File: src/rtl/hamming_frame_decoder_if.sv
// Serial line link into the Hamming frame decoder and its decoded result bus.
// master = line side (drives bits, observes results), slave = decoder side.
`timescale 1ns/1ps
interface hamming_frame_decoder_if;
    logic        bit_in;
    logic        bit_valid;
    logic [31:0] data_out;
    logic        data_out_valid;
    logic        first_frame;
    logic [3:0]  err_corrected;
    logic        locked;
    logic        sync_lost;

    modport master (
        output bit_in, bit_valid,
        input  data_out, data_out_valid, first_frame, err_corrected, locked, sync_lost
    );

    modport slave (
        input  bit_in, bit_valid,
        output data_out, data_out_valid, first_frame, err_corrected, locked, sync_lost
    );
endinterface

File: src/rtl/hamming_frame_decoder.sv
// Hamming frame decoder: hunts for the 8-bit frame header on the serial line,
// shifts in 56 payload bits (eight Hamming(7,4) codewords) and delivers one
// 32-bit word per frame with a count of codewords whose syndrome was nonzero.
// The word is decoded from the payload as the 56th bit is accepted, so
// data_out_valid is high during the single DECODE cycle that follows.
// Optional feature macro: HAMMING_DEC_CORRECT_EN -- when defined, single-bit
// errors are corrected before data extraction; otherwise detection only.
`timescale 1ns/1ps
module hamming_frame_decoder #(
    parameter int unsigned SYNC_CONFIRM = 1   // good headers needed for lock, 1..7
) (
    input  logic                    clk_in,
    input  logic                    rst,
    hamming_frame_decoder_if.slave  bus
);

    localparam logic [7:0] HDR_NORMAL = 8'h7E;
    localparam logic [7:0] HDR_FIRST  = 8'h6E;

    typedef enum logic [1:0] {HUNT, PAYLOAD, DECODE, CHECK} state_t;

    typedef struct packed {
        logic [3:0] data;
        logic       err;
    } cw_dec_t;

    state_t      state;
    logic [7:0]  hdr_sr;
    logic [55:0] payload;
    logic [5:0]  bit_cnt;
    logic [2:0]  good_cnt;
    logic        marker;

    logic [31:0] data_out_q;
    logic        data_valid_q;
    logic        first_q;
    logic [3:0]  err_q;
    logic        locked_q;
    logic        sync_lost_q;

    logic [7:0]  hdr_next;
    logic        hdr_ok;
    logic [55:0] payload_next;
    cw_dec_t     dec [8];
    logic [31:0] dec_data;
    logic [3:0]  dec_errs;

    // Decode one codeword: bit k is Hamming position k+1, data on 3,5,6,7.
    function automatic cw_dec_t decode_cw(input logic [6:0] cw);
        logic [2:0] syn;
        cw_dec_t    r;
`ifdef HAMMING_DEC_CORRECT_EN
        logic [6:0] fixed;
`endif
        syn[0] = cw[0] ^ cw[2] ^ cw[4] ^ cw[6];
        syn[1] = cw[1] ^ cw[2] ^ cw[5] ^ cw[6];
        syn[2] = cw[3] ^ cw[4] ^ cw[5] ^ cw[6];
`ifdef HAMMING_DEC_CORRECT_EN
        fixed = cw;
        for (int k = 0; k < 7; k++) begin
            if (syn == 3'(k + 1)) fixed[k] = ~cw[k];
        end
        r.data = {fixed[6], fixed[5], fixed[4], fixed[2]};
`else
        r.data = {cw[6], cw[5], cw[4], cw[2]};
`endif
        r.err = |syn;
        return r;
    endfunction

    assign hdr_next     = {hdr_sr[6:0], bus.bit_in};
    assign hdr_ok       = (hdr_next == HDR_NORMAL) || (hdr_next == HDR_FIRST);
    assign payload_next = {payload[54:0], bus.bit_in};

    for (genvar g = 0; g < 8; g++) begin : g_cw
        assign dec[g] = decode_cw(payload_next[7*g +: 7]);
    end

    // Gather the eight decoded nibbles and the nonzero-syndrome count (max 8).
    always_comb begin
        // NOTE: defaults first so every path assigns every output; no latch.
        dec_data = '0;
        dec_errs = '0;
        for (int i = 0; i < 8; i++) begin
            dec_data[4*i +: 4] = dec[i].data;
            dec_errs           = dec_errs + {3'b000, dec[i].err};
        end
    end

    // Frame sync FSM, payload shifting and registered result outputs.
    always_ff @(posedge clk_in) begin
        if (rst) begin
            state        <= HUNT;
            hdr_sr       <= '0;
            // NOTE: payload is a plain shift register, not a memory, so it is
            // cleared with the rest of the state.
            payload      <= '0;
            bit_cnt      <= '0;
            good_cnt     <= '0;
            marker       <= 1'b0;
            data_out_q   <= '0;
            data_valid_q <= 1'b0;
            first_q      <= 1'b0;
            err_q        <= '0;
            locked_q     <= 1'b0;
            sync_lost_q  <= 1'b0;
        end else begin
            // NOTE: non-blocking throughout, so every branch sees start-of-cycle state.
            data_valid_q <= 1'b0;
            sync_lost_q  <= 1'b0;
            case (state)
                HUNT: begin
                    if (bus.bit_valid) begin
                        hdr_sr <= hdr_next;
                        if (hdr_ok) begin
                            state    <= PAYLOAD;
                            bit_cnt  <= '0;
                            marker   <= (hdr_next == HDR_FIRST);
                            good_cnt <= 3'd1;
                            locked_q <= (SYNC_CONFIRM <= 32'd1);
                        end
                    end
                end
                PAYLOAD: begin
                    if (bus.bit_valid) begin
                        payload <= payload_next;
                        if (bit_cnt == 6'd55) begin
                            state        <= DECODE;
                            bit_cnt      <= '0;
                            data_out_q   <= dec_data;
                            err_q        <= dec_errs;
                            first_q      <= marker;
                            data_valid_q <= 1'b1;
                        end else begin
                            bit_cnt <= bit_cnt + 6'd1;
                        end
                    end
                end
                DECODE: begin
                    // A bit accepted here is the first bit of the next header.
                    state <= CHECK;
                    if (bus.bit_valid) begin
                        hdr_sr  <= hdr_next;
                        bit_cnt <= 6'd1;
                    end
                end
                CHECK: begin
                    if (bus.bit_valid) begin
                        hdr_sr <= hdr_next;
                        if (bit_cnt == 6'd7) begin
                            bit_cnt <= '0;
                            if (hdr_ok) begin
                                state  <= PAYLOAD;
                                marker <= (hdr_next == HDR_FIRST);
                                if (good_cnt != 3'd7) good_cnt <= good_cnt + 3'd1;
                                if ({29'd0, good_cnt} + 32'd1 >= SYNC_CONFIRM) locked_q <= 1'b1;
                            end else begin
                                state       <= HUNT;
                                good_cnt    <= '0;
                                locked_q    <= 1'b0;
                                sync_lost_q <= locked_q;
                            end
                        end else begin
                            bit_cnt <= bit_cnt + 6'd1;
                        end
                    end
                end
                default: state <= HUNT;
            endcase
        end
    end

    assign bus.data_out       = data_out_q;
    assign bus.data_out_valid = data_valid_q;
    assign bus.first_frame    = first_q;
    assign bus.err_corrected  = err_q;
    assign bus.locked         = locked_q;
    assign bus.sync_lost      = sync_lost_q;

endmodule

File: src/flat_wrapper.sv
// flat-port wrapper written by rule: the top's interface ports become plain ports
module hamming_frame_decoder_flat 
#(
    parameter int unsigned SYNC_CONFIRM = 1                                        
)
  (clk_in, rst, bus_bit_in, bus_bit_valid, bus_data_out, bus_data_out_valid, bus_first_frame, bus_err_corrected, bus_locked, bus_sync_lost);
  hamming_frame_decoder_if bus_i ();
  input  logic clk_in;
  input  logic rst;
  input wire logic [$bits(bus_i.bit_in)-1:0] bus_bit_in;
  input wire logic [$bits(bus_i.bit_valid)-1:0] bus_bit_valid;
  output wire logic [$bits(bus_i.data_out)-1:0] bus_data_out;
  output wire logic [$bits(bus_i.data_out_valid)-1:0] bus_data_out_valid;
  output wire logic [$bits(bus_i.first_frame)-1:0] bus_first_frame;
  output wire logic [$bits(bus_i.err_corrected)-1:0] bus_err_corrected;
  output wire logic [$bits(bus_i.locked)-1:0] bus_locked;
  output wire logic [$bits(bus_i.sync_lost)-1:0] bus_sync_lost;
  assign bus_i.bit_in = bus_bit_in;
  assign bus_i.bit_valid = bus_bit_valid;
  assign bus_data_out = bus_i.data_out;
  assign bus_data_out_valid = bus_i.data_out_valid;
  assign bus_first_frame = bus_i.first_frame;
  assign bus_err_corrected = bus_i.err_corrected;
  assign bus_locked = bus_i.locked;
  assign bus_sync_lost = bus_i.sync_lost;
  hamming_frame_decoder #(.SYNC_CONFIRM(SYNC_CONFIRM)) u_core (.clk_in(clk_in), .rst(rst), .bus(bus_i));
endmodule
File: config.mk
export PLATFORM = sky130hd
export DESIGN_NAME = hamming_frame_decoder_flat
export DESIGN_NICKNAME = d
export VERILOG_FILES = /design/src/rtl/hamming_frame_decoder_if.sv /design/src/rtl/hamming_frame_decoder.sv /design/src/flat_wrapper.sv
export SDC_FILE = /design/constraint.sdc
export NUM_CORES = 1
export LEC_CHECK = 0
export ABC_AREA = 1
export CAP_MARGIN = 25
export CORE_MARGIN = 4
export CORE_UTILIZATION = 46
export CTS_CLUSTER_DIAMETER = 50
export DETAILED_ROUTE_END_ITERATION = 7
export DONT_BUFFER_PORTS = 1
export RECOVER_POWER = 25
export SYNTH_ARGS = -nofsm -noshare
export SYNTH_HDL_FRONTEND = slang
export SYNTH_SLANG_ARGS = --single-unit
File: constraint.sdc
create_clock -name clk_in -period 6.7 [get_ports clk_in]
set_input_delay 0.67 -clock clk_in [delete_from_list [all_inputs] [get_ports clk_in]]
set_output_delay 0.67 -clock clk_in [all_outputs]
set_load 0.01 [all_outputs]
==> metrics <==
dominant cells by area after synthesis dfxtp_1, nor2_1, nand2_1; count leader, synth nor2_1; layout net count 691; ANT nets after route 0; post-synth cell types 31; Yosys top cell area share between 40 and 50%; Max Slew Vio Count 0; Critical Path End Type register; drt wl/cell 13.3 um; grt ovf 0; gpl congestion 0.801; dpl cells 793; Syn Nets 700; Post-CTS Resized 0; crit path to u_core.bus.err_corrected[1]; Worst Reg-to-Reg Cells 13; Setup crit start u_core.payload[3]; area leader, netlist dfxtp_1; Post-route DRC 0; clock latency on the worst-skew pair around 520 ps; setup bufs post-CTS 0; Hold Vio Cnt, Final 0; DIE WIDTH 114 um; Max Freq 0.272 GHz; Die Y 114 um; Seq/Total Area, Yosys 44.4%; crit path DAT 4110 ps; CTS HTree Levels 4; vias in the first global route 3950; DR vias 4190; actual slew at the worst max-slew pin 931 ps; hold buffer count at cts 0; TNS Setup 0 ps; Clock Path Buffers 2; Syn. warnings 0; switching power total between 900 and 1000 uW; Internal roughly 1700 uW; combinational power share a little over a third; full die area 12900 sq um; worst r2r dst u_core.bus.err_corrected[1]; dpl ws 2790 ps; largest net degree at the start of global routing 57; Worst Skew 10.6 ps; final worst setup slack about 3000 ps; initial drt markers 209; Peak VDD IR 0.196 mV; Seq pwr share between 30% and 40%; Final Non-Filler Cells 823; CTS Sinks 114; top fanout value on the critical path 5; CTS tree yes; num rows 38; Slew headroom 37.7%; routed wire length between 10000 and 15000 um; layout cells sized above 1 7.91%; Clock Power Share about a third; Max Cap Viol 0; period utilisation layout 54.9%; GRT Util Overall 18.2%; CTS Buf Count 17; DP HPWL 6880 um; top_reg_cell synth dfxtp_1; synthesis-stage register bit count about 110; Layout area overhead 12.2%; CP Class reg -> reg; Pre-Repair DR Iteration Count 4; RSZ-0062 raised after global routing no; power density over the cells 459 nW/um^2; Critical Path RT between 7000 and 8000 ps; cells after synthesis 681; first-pass GRT wire length around 19000 um; clock-pin slew of the registers on the worst-case setup and hold paths 60 ps; initial antenna violation count 0; min-delay worst type in -> reg; I/O Pins 44; Clock Root Buffer clkbuf_8; EDFF count, synth 0; Antenna diodes 0; Leak roughly 0.0021 uW; initial core utilization 47.2%; Setup Viol. Count Final 0; port bufs 0; Core Region 10900 sq um; startpoint types register; Synth async-reset ratio 0%; RR Startpoint u_core.payload[3]; post-synthesis instance area 5140 sq um; crit path time final 3680 ps; Reg2Reg Setup Slack approximately 3000 ps; Post-synth top cells nor2_1, nand2_1, dfxtp_1; fill count 1022; run status complete, no violations; mean post-synth cell area approximately 7.5 sq um; mean number of vias per cell 5.09; Net Sw Frac 35.7%
metal layers:
| metal | wire length [um] | GRT usage [%] | vias to the layer above |
|---|---|---|---|
| li1 | - | - | 2182 |
| met1 | 5240 | 22.3 | 1928 |
| met2 | 5110 | 29.6 | 69 |
| met3 | 506 | 5.94 | 11 |
| met4 | 130 | 7.05 | 0 |
| met5 | 0 | 0 | - |
sequential cells by signal (all words and copies together), names as in the netlist:
name,cells
u_core.bus.err_corrected,4
u_core.bus.locked,1
u_core.state,2
u_core.bus.sync_lost,1
u_core.payload,55
u_core.marker,1
u_core.bus.data_out,32
u_core.bit_cnt,6
u_core.bus.first_frame,1
u_core.bus.data_out_valid,1
u_core.hdr_sr,7
u_core.good_cnt,3
cell families after synthesis:
logic type	Yosys count	synth area share (%)
buffers and inverters	66	5.21
AOI/OAI and AO/OA	135	13.8
DFF	114	44.4
and+or+nand+nor	308	25.1
xor gates and xnor gates	43	7.33
adders and majority gates	15	4.23
worst min path at each step:
stage                        startpoint                endpoint  cells after the start
final                               rst       u_core.bit_cnt[0]                      1
after floorplan           u_core.marker  u_core.bus.first_frame                      2
after global placement    u_core.marker           u_core.marker                      2
after CTS                           rst       u_core.bit_cnt[1]                      1
after detailed placement  u_core.marker           u_core.marker                      2
after global routing                rst       u_core.bit_cnt[0]                      1
critical path: stages, from the launching register on:
cell and delay (ps):
dfxtp_1 430, xor2_1 210, nor2_1 60, a211oi_1 210, nand3_1 130, ha_1 320
fa_1 530, inv_1 60, fa_1 530, inv_1 60, fa_1 430, inv_1 80
fa_1 410, a21oi_1 130
through the flow:
stage | total power [uW] | util (%) | instance area, sq um | hold slack [ps]
2_1_floorplan | 1610 | - | 5140 | 441
3_3_place_gp | 1760 | 47.8 | 5200 | 454
3_5_place_dp | 1810 | 47.8 | 5200 | 448
4_1_cts | 2690 | 53.0 | 5780 | 193
5_1_grt | 2890 | 53.0 | 5770 | 188
6_report | 2650 | 53.0 | 5770 | 225
cell usage in the layout, fill, tap and decap left out, types with 5 or more instances in the layout:
cell type and n:
a211oi_1 6, a21oi_1 50, clkbuf_16 16, clkbuf_8 5, dfxtp_1 114, ha_1 11
inv_1 31, nand2_1 116, nand2_2 5, nand3_1 21, nand4_1 7, nor2_1 136
nor2b_1 6, o21ai_0 69, o21ai_1 7, or2_2 6, xnor2_1 23, xor2_1 20
cell type report:
type | instances | area [sq um] | area share [%]
inverters | 36 | 136 | 2.36
clock buffers | 21 | 469 | 8.13
well taps | 140 | 175 | 3.04
flip-flops and latches | 114 | 2280 | 39.6
repair buffers | 2 | 15.0 | 0.260
multi-input cells | 501 | 2580 | 44.8
clock inverters | 9 | 106 | 1.84
power by group through the flow:
| stage | Clock [uW] | Combinational (uW) | Sequential [uW] |
|---|---|---|---|
| CTS | 888 | 939 | 861 |
| global route | 916 | 1100 | 877 |
| detailed placement | 0 | 937 | 874 |
| finish | 866 | 920 | 861 |
| global placement | 0 | 892 | 870 |
| floorplan | 0 | 761 | 853 |
(Power assumes the default switching activity.)
